### config.mk
export PLATFORM = sky130hd
export DESIGN_NAME = pow_arbiter
export DESIGN_NICKNAME = d
export VERILOG_FILES = /design/src/rtl/pow_pkg.sv /design/src/rtl/pow_tag_pipe.sv /design/src/rtl/pow_arbiter.sv
export SDC_FILE = /design/constraint.sdc
export NUM_CORES = 2
export LEC_CHECK = 0
export ABC_AREA = 1
export BUFFER_PORTS_ARGS = -buffer_cell sky130_fd_sc_hd__buf_2
export CORE_AREA = 2 2 274 276
export CTS_CLUSTER_SIZE = 24
export DETAILED_ROUTE_END_ITERATION = 8
export DIE_AREA = 0 0 276 278
export PLACE_DENSITY = 0.91
export SKIP_LAST_GASP = 1
export SYNTH_ARGS = -nofsm -noshare
export SYNTH_HDL_FRONTEND = slang
export SYNTH_SLANG_ARGS = --single-unit
### constraint.sdc
create_clock -name clk -period 11.7 [get_ports clk]
set_clock_uncertainty 0.2 [all_clocks]
set_input_delay 2.34 -clock clk [delete_from_list [all_inputs] [get_ports clk]]
set_output_delay 2.34 -clock clk [all_outputs]
set_load 0.01 [all_outputs]
### src/rtl/pow_pkg.sv
// Shared widths and helpers for the round-robin power pipeline.
// Latency: none (package only).
// Backpressure: none (package only).
package pow_pkg;

    localparam int OP_W  = 7;
    localparam int RES_W = 64;

    // Width of a requester index; never narrower than one bit.
    function automatic int id_w(input int n);
        return (n > 1) ? $clog2(n) : 1;
    endfunction

    // One squaring stage: full product, truncated to the result width.
    function automatic logic [RES_W-1:0] sq64(input logic [RES_W-1:0] x);
        return x * x;
    endfunction

endpackage

### src/rtl/pow_tag_pipe.sv
// Squaring pipeline: out = in^(2^LATENCY) mod 2^64, with valid and requester id riding alongside.
// Latency: LATENCY cycles from in_vld to out_vld.
// Backpressure: none; the caller only launches when a result slot is guaranteed downstream.
module pow_tag_pipe
    import pow_pkg::*;
#(
    parameter int LATENCY = 3,
    parameter int ID_W    = 2
) (
    input  logic             clk,
    input  logic             rst,
    input  logic             in_vld,
    input  logic [OP_W-1:0]  in_dat,
    input  logic [ID_W-1:0]  in_id,
    output logic             out_vld,
    output logic [RES_W-1:0] out_dat,
    output logic [ID_W-1:0]  out_id
);

    logic             r_vld [LATENCY];
    logic [RES_W-1:0] r_dat [LATENCY];
    logic [ID_W-1:0]  r_id  [LATENCY];

    // Valid chain: the only state that must be cleared so reset drops in-flight work.
    always_ff @(posedge clk) begin
        if (rst) begin
            for (int s = 0; s < LATENCY; s++) r_vld[s] <= 1'b0;
        end else begin
            r_vld[0] <= in_vld;
            for (int s = 1; s < LATENCY; s++) r_vld[s] <= r_vld[s-1];
        end
    end

    // Datapath and id sideband: one squaring per stage, no reset needed.
    always_ff @(posedge clk) begin
        r_dat[0] <= sq64({{(RES_W-OP_W){1'b0}}, in_dat});
        r_id[0]  <= in_id;
        for (int s = 1; s < LATENCY; s++) begin
            r_dat[s] <= sq64(r_dat[s-1]);
            r_id[s]  <= r_id[s-1];
        end
    end

    assign out_vld = r_vld[LATENCY-1];
    assign out_dat = r_dat[LATENCY-1];
    assign out_id  = r_id[LATENCY-1];

endmodule

### src/rtl/pow_arbiter.sv
// Round-robin arbiter feeding a shared power pipeline, with a credit-guarded show-ahead result FIFO.
// Latency: rsp_valid rises LATENCY+1 cycles after the accept cycle.
// Backpressure: credits equal FIFO_DEPTH; all req_ready drop while every slot is spoken for.
module pow_arbiter
    import pow_pkg::*;
#(
    parameter int NUM_REQ    = 4,
    parameter int LATENCY    = 3,
    parameter int FIFO_DEPTH = 4
) (
    input  logic                     clk,
    input  logic                     rst,
    input  logic [NUM_REQ-1:0]       req_valid,
    input  logic [NUM_REQ*OP_W-1:0]  req_data,
    output logic [NUM_REQ-1:0]       req_ready,
    output logic                     rsp_valid,
    input  logic                     rsp_ready,
    output logic [RES_W-1:0]         rsp_data,
    output logic [id_w(NUM_REQ)-1:0] rsp_id,
    output logic                     busy
);

    localparam int ID_W = id_w(NUM_REQ);
    localparam int CW   = $clog2(FIFO_DEPTH + 1);
    localparam int PW   = (FIFO_DEPTH > 1) ? $clog2(FIFO_DEPTH) : 1;

    logic [ID_W-1:0]  r_ptr;
    logic [CW-1:0]    r_out;
    logic [RES_W-1:0] r_mem_dat [FIFO_DEPTH];
    logic [ID_W-1:0]  r_mem_id  [FIFO_DEPTH];
    logic [PW-1:0]    r_wr_ptr;
    logic [PW-1:0]    r_rd_ptr;
    logic [CW-1:0]    r_cnt;

    logic               w_found;
    logic               w_credit;
    logic               w_acc;
    logic               w_pop;
    logic               w_wr;
    logic [ID_W-1:0]    w_win_id;
    logic [OP_W-1:0]    w_win_dat;
    logic [NUM_REQ-1:0] w_grant;
    logic [RES_W-1:0]   w_pipe_dat;
    logic [ID_W-1:0]    w_pipe_id;

    // A pop this cycle does not return its credit until the counter updates.
    assign w_credit = (r_out != CW'(FIFO_DEPTH));

    // Round-robin search from the pointer upward with wrap; first valid requester wins.
    always_comb begin
        int idx;
        idx      = 0;
        w_found  = 1'b0;
        w_win_id = '0;
        w_grant  = '0;
        for (int k = 0; k < NUM_REQ; k++) begin
            idx = int'(r_ptr) + k;
            if (idx >= NUM_REQ) idx = idx - NUM_REQ;
            if (!w_found && req_valid[idx]) begin
                w_found  = 1'b1;
                w_win_id = ID_W'(idx);
            end
        end
        if (w_found && w_credit && !rst) w_grant[w_win_id] = 1'b1;
    end

    assign req_ready = w_grant;
    assign w_acc     = |(req_valid & w_grant);
    assign w_win_dat = req_data[int'(w_win_id)*OP_W +: OP_W];

    // Pointer moves past the winner on an accept and holds otherwise.
    always_ff @(posedge clk) begin
        if (rst) begin
            r_ptr <= '0;
        end else if (w_acc) begin
            r_ptr <= (w_win_id == ID_W'(NUM_REQ-1)) ? '0 : w_win_id + 1'b1;
        end
    end

    // Outstanding count covers both pipeline and FIFO occupancy.
    always_ff @(posedge clk) begin
        if (rst) begin
            r_out <= '0;
        end else begin
            case ({w_acc, w_pop})
                2'b10:   r_out <= r_out + 1'b1;
                2'b01:   r_out <= r_out - 1'b1;
                default: r_out <= r_out;
            endcase
        end
    end

    pow_tag_pipe #(
        .LATENCY (LATENCY),
        .ID_W    (ID_W)
    ) u_pipe (
        .clk     (clk),
        .rst     (rst),
        .in_vld  (w_acc),
        .in_dat  (w_win_dat),
        .in_id   (w_win_id),
        .out_vld (w_wr),
        .out_dat (w_pipe_dat),
        .out_id  (w_pipe_id)
    );

    assign rsp_valid = (r_cnt != '0) && !rst;
    assign w_pop     = rsp_valid && rsp_ready;
    assign rsp_data  = r_mem_dat[r_rd_ptr];
    assign rsp_id    = r_mem_id[r_rd_ptr];
    assign busy      = (r_out != '0) && !rst;

    // FIFO pointers and occupancy; reset discards anything buffered.
    always_ff @(posedge clk) begin
        if (rst) begin
            r_wr_ptr <= '0;
            r_rd_ptr <= '0;
            r_cnt    <= '0;
        end else begin
            if (w_wr)  r_wr_ptr <= (r_wr_ptr == PW'(FIFO_DEPTH-1)) ? '0 : r_wr_ptr + 1'b1;
            if (w_pop) r_rd_ptr <= (r_rd_ptr == PW'(FIFO_DEPTH-1)) ? '0 : r_rd_ptr + 1'b1;
            case ({w_wr, w_pop})
                2'b10:   r_cnt <= r_cnt + 1'b1;
                2'b01:   r_cnt <= r_cnt - 1'b1;
                default: r_cnt <= r_cnt;
            endcase
        end
    end

    // FIFO storage: written straight from the pipeline output.
    always_ff @(posedge clk) begin
        if (w_wr) begin
            r_mem_dat[r_wr_ptr] <= w_pipe_dat;
            r_mem_id[r_wr_ptr]  <= w_pipe_id;
        end
    end

    // Credit accounting must make overflow and empty pops impossible.
    always_ff @(posedge clk) begin
        if (!rst) begin
            assert (!(w_wr && r_cnt == CW'(FIFO_DEPTH)));
            assert (!(w_pop && r_cnt == '0));
        end
    end

endmodule

; ---- Word level (Yosys, flattened, before mapping)
; Memories as Yosys holds them, arrays and structs flattened. A register that Yosys moved wholly into a read port is not among the register bits.
; Index checks and enable logic that the tools add are counted.
[totals]
in_bits = 35
register_bits = 12
word_cells = 113
output_inout_bits = 72
n_memories = 5
ramBits = 465
[mem_list]
columns = name, depth, word_bits, read_ports, rd_clocked_by_memory_dff, wr, line_no
row1 = r_mem_dat, 4, 64, 1, 1, 1, pow_arbiter.sv:29  ; logic [RES_W-1:0] r_mem_dat [FIFO_DEPTH];
row2 = u_pipe.r_dat, 3, 64, 3, 0, 3, pow_tag_pipe.sv:21  ; logic [RES_W-1:0] r_dat [LATENCY];
row3 = r_mem_id, 4, 2, 1, 1, 1, pow_arbiter.sv:30  ; logic [ID_W-1:0] r_mem_id [FIFO_DEPTH];
row4 = u_pipe.r_id, 3, 2, 3, 0, 3, pow_tag_pipe.sv:22  ; logic [ID_W-1:0] r_id [LATENCY];
row5 = u_pipe.r_vld, 3, 1, 3, 0, 3, pow_tag_pipe.sv:20  ; logic r_vld [LATENCY];
[classes]
add_sub_neg = 14
eq_ne = 8
n_mul = 4
muxes = 44
bitwise = 4
magnitude_cmp = 10
n_shift = 1
n_reduce_logical = 18
[ops]
columns = op, n
row1 = 32-bit by 4-bit < comparator with 1-bit output (second input constant), 4
row2 = 64-bit by 64-bit multiplier with 64-bit output, 2
row3 = 32-bit 2-to-1 mux, 4
row4 = 28-bit by 6-bit indexed part select with 7-bit output, 1
row5 = 2-bit 2-to-1 mux, 11
row6 = 1-bit 2-to-1 mux, 21
row7 = 7-bit by 7-bit multiplier with 14-bit output, 1
row8 = 3-bit one-hot mux with 2 select lines, 2
row9 = 3-bit by 3-bit subtractor with 4-bit output (second input constant), 3
row10 = 2-bit equality test (second input constant), 5
row11 = 3-bit greater-or-equal comparator (second input constant), 3
row12 = 1-bit logical AND, 9
row13 = 1-bit binary-select mux with 2-bit select, 4
row14 = 2-bit by 1-bit adder with 2-bit output (second input constant), 3
row15 = 2-bit by 2-bit adder with 3-bit output (second input constant), 2
row16 = 3-bit by 1-bit adder with 3-bit output (second input constant), 2
row17 = 3-bit nonzero test, 2
row18 = 3-bit by 1-bit subtractor with 3-bit output (second input constant), 2
row19 = 2-bit by 3-bit multiplier with 5-bit output (second input constant), 1
row20 = 4-bit bitwise AND, 1
row21 = 2-bit by 1-bit equality test with 1-bit output (second input constant), 2
row22 = 1-bit logical NOT, 4
row23 = 4-bit 2-to-1 mux, 1
row24 = 2-bit nonzero test, 2
row25 = other kinds (9), 11

; ---- Depth between registers and ports, before layout
[depth]
word_depth = 24
ltp_mapped = 37
mapped_depth_nobuf = 35

; ---- Modules after synthesis
; Synthesis repeated with hierarchy kept, for this count alone.
[unflattened]
cells_unflattened = 5904
hier_area_um2 = 51281.7
[by_module_without_submodules]
columns = module, cells_per_inst, instances, seq_area_each_um2, area_each_um2
row1 = pow_tag_pipe, 5050, 1, 2242.2, 40123.5
row2 = pow_arbiter, 854, 1, 8207.9, 11158.2

; ---- Worst setup path before layout
; OpenSTA, ideal clock, no wires.
[synth_timing]
kind = register to register
startpoint = memory u_pipe.r_dat[1][6] (netlist: u_pipe.r_dat[0][70])
endpoint = memory u_pipe.r_dat[2][60] (netlist: u_pipe.r_dat[0][188])
setup_ns = 0.123
required_ns = 11.377
path_buffers = 2
setup_slack_ns = 3.619
period_less_slack_ns = 8.081
path_stages_with_launch = 31
arrival_time_ns = 7.758
cell_sequence = dfxtp_1 > clkbuf_1 > buf_1 > nand2_1 > fa_1 > fa_1 > inv_1 > fa_1 > fa_1 > fa_1 > inv_1 > fa_1 > inv_1 > fa_1 > inv_1 > fa_1 > inv_1 > fa_1 > inv_1 > fa_1 > inv_1 > ha_1 > nand2_1 > nor2_1 > inv_1 > nor4_1 > nand4_1 > nand3_1 > a21o_1 > a21oi_1 > xor2_1
[synth_rtl]
columns = item, line_no
row1 = from (decl), pow_tag_pipe.sv:21

==> out/results.ini <==
[cts]
cts_setup_buffers=0
tritoncts=done
ctsResizeCount=0
clkSinkCount=378
cts_root_buf=clkbuf_16
clk_latency_ns=0.56
cts_hold_buf=0
cts_buffers=36
cts_max_level=2
clkSlewWorstSetupHoldPaths_ns=0.06
clockBufferDepth=3

[grt]
overflow=0
grt_pass1_vias=39445
grt_pass1_wl_um=198000
antenna_found_initial=6
grt_max_degree=89
grt_usage_pct=32.5

[drt]
wire_per_inst_um=19.6
initialDrtViolationCount=3519
via_per_inst=5.75
wirelength_um=122000
drc=8
vias=35734
drt.antenna.violating_nets=0
firstDrtPassIters=8

[sta]
drv_slew=0
relSlewSlack_pct=14.8
tightest_slew_ns=1.28
hold_viol_final=0
rsz0062_at_grt=no
fin_setup_tns_ns=0
setup_viol=0
fin_crit_sh_pct=78.1
period_needed_ns=9.13
fmaxAchievable_ghz=0.109

[yosys]
synth_edf_count=252
synth_ff_type=edfxtp_1
synth_seq_cells=378
synthArstFlopShare_pct=0
syn_area_sq_um=48200
postSynthCellCount=5192
synth_cell_types=52
ys_seq_area_share_pct=20.9
avgSynthCellArea_sq_um=9.28
ys.warnings.count=0

[final_layout]
area.growth.synth_to_final_pct=5.45
drive_above_1_share_pct=4.95
nets=6678

[die]
rows=100
dieArea_sq_um=76700
start_util_pct=65.3
die_y_um=278
die_w_um=276
core-area_sq_um=73800
io-pin-count=107

[flow_run]
cap_viol_max_count=0

[worst_hold_path]
hold_path.class=reg -> reg
hold_start=u_pipe.r_id[0][0]

[worst_setup_path]
path_class=reg -> reg
r2r-start=u_pipe.r_dat[0][80]
start_kind=flop
cp_max_fo=18
crit_start=u_pipe.r_dat[0][80]
slowest_delay_ns=1.16
crit_path_frequent_cell=fa_1
endpoint_kind=flop
worstPathArrival_ns=9.36
slowest_stage=dfxtp_1
critPathRequiredTime_ns=11.93

[status]
outcome=complete, but fails checks
violations=design-rule violations

[place]
place.gp.congestion=0.960
portBuffers=103
dp_hpwl_um=91900

placed cells by master, fill, tap and decap left out, types with 38 or more instances in the layout:
cell / instances
nand2_1: 745
nor2_1: 261
buf_2: 103
dfxtp_1: 123
xor2_1: 75
inv_1: 1518
o22ai_1: 63
ha_1: 654
a21oi_1: 121
nand3_1: 52
buf_4: 38
o21ai_0: 189
edfxtp_1: 252
fa_1: 767
kinds of logic (layout without fill, tap and decap cells):
logic type | after synthesis | count (layout) | synth area share [%]
other cells | 1 | 4 | 0.00778
simple gates | 1144 | 1144 | 9.73
compound gates | 462 | 462 | 5.38
xor+xnor | 106 | 106 | 1.93
fa+ha+maj | 1421 | 1421 | 48.8
buf+inv | 1680 | 1736 | 13.2
flops | 378 | 378 | 20.9
cells in the mapped netlist, drive strengths merged, types with 18 or more instances:
cell type / count / area share, %
xor2: 75 / 1.4
clkbuf: 115 / 0.90
o22ai: 63 / 0.82
nand3: 63 / 0.80
nor2: 265 / 2.1
edfxtp: 252 / 16
a31oi: 22 / 0.29
ha: 654 / 17
o21bai: 20 / 0.31
a21o: 18 / 0.28
nand2: 772 / 6.3
buf: 36 / 0.36
inv: 1528 / 12
xnor2: 31 / 0.56
o21ai: 192 / 2.0
fa: 767 / 32
a21oi: 122 / 1.3
dfxtp: 126 / 5.2
cell type report:
| type | count | area (sq um) |
|---|---|---|
| timing repair buffer | 141 | 801 |
| clock inverter | 19 | 206 |
| tap | 969 | 1210 |
| inverter | 1529 | 5740 |
| sequential | 378 | 10100 |
| fill | 4797 | 23000 |
| multi-input combinational | 3136 | 31800 |
| clock buffer | 47 | 993 |
| antenna | 1 | 2.50 |
state kept, by name (all words and copies together) (netlist names), named ones only:
name          flops
r_cnt             3
r_mem_dat       244
r_mem_id          8
r_out             3
r_ptr             2
r_rd_ptr          2
r_wr_ptr          2
u_pipe.r_dat    103
u_pipe.r_id       6
u_pipe.r_vld      3
metal layers:
layer / vias up / global-route usage [%] / part of all wire (%)
li1: 15635 / - / -
met1: 17403 / 36.7 / 34
met2: 2072 / 58.0 / 51
met3: 614 / 6.32 / 8.9
met4: 10 / 18.0 / 6.4
met5: - / 0 / 0.048
path summary, 6_finish.rpt:
kind | slack, ns | to | depth (start not counted)
worst max-delay path | 2.57 | u_pipe.r_dat[0][186] | 28
worst max register to register | 2.57 | u_pipe.r_dat[0][186] | 28
worst min-delay path | 0.13 | u_pipe.r_id[0][2] | 0
worst min register to register | 0.13 | u_pipe.r_id[0][2] | 0
through the flow:
stage | util, % | cells | cell area (sq um) | hold WS [ns] | setup WS, ns
2_1_floorplan | - | 5194 | 48200 | 0.110 | 3.62
3_3_place_gp | 67.2 | 6153 | 49600 | 0.111 | 2.86
3_5_place_dp | 67.2 | 6153 | 49600 | 0.114 | 2.68
4_1_cts | 68.8 | 6219 | 50800 | 0.127 | 2.67
5_1_grt | 68.8 | 6219 | 50800 | 0.131 | 2.19
6_report | 68.8 | 6220 | 50800 | 0.127 | 2.57
critical path, delay by kind of cell, from the launching register on:
| kind | cells | cell delay [ns] |
|---|---|---|
| simple gates | 7 | 1.22 |
| buf+inv | 7 | 0.90 |
| flops | 1 | 1.16 |
| compound gates | 2 | 0.39 |
| fa+ha+maj | 11 | 4.96 |
| xor+xnor | 1 | 0.15 |
Power is not shown: default switching activity piles up to over one toggle a cycle in this logic, so the estimate is an artifact.
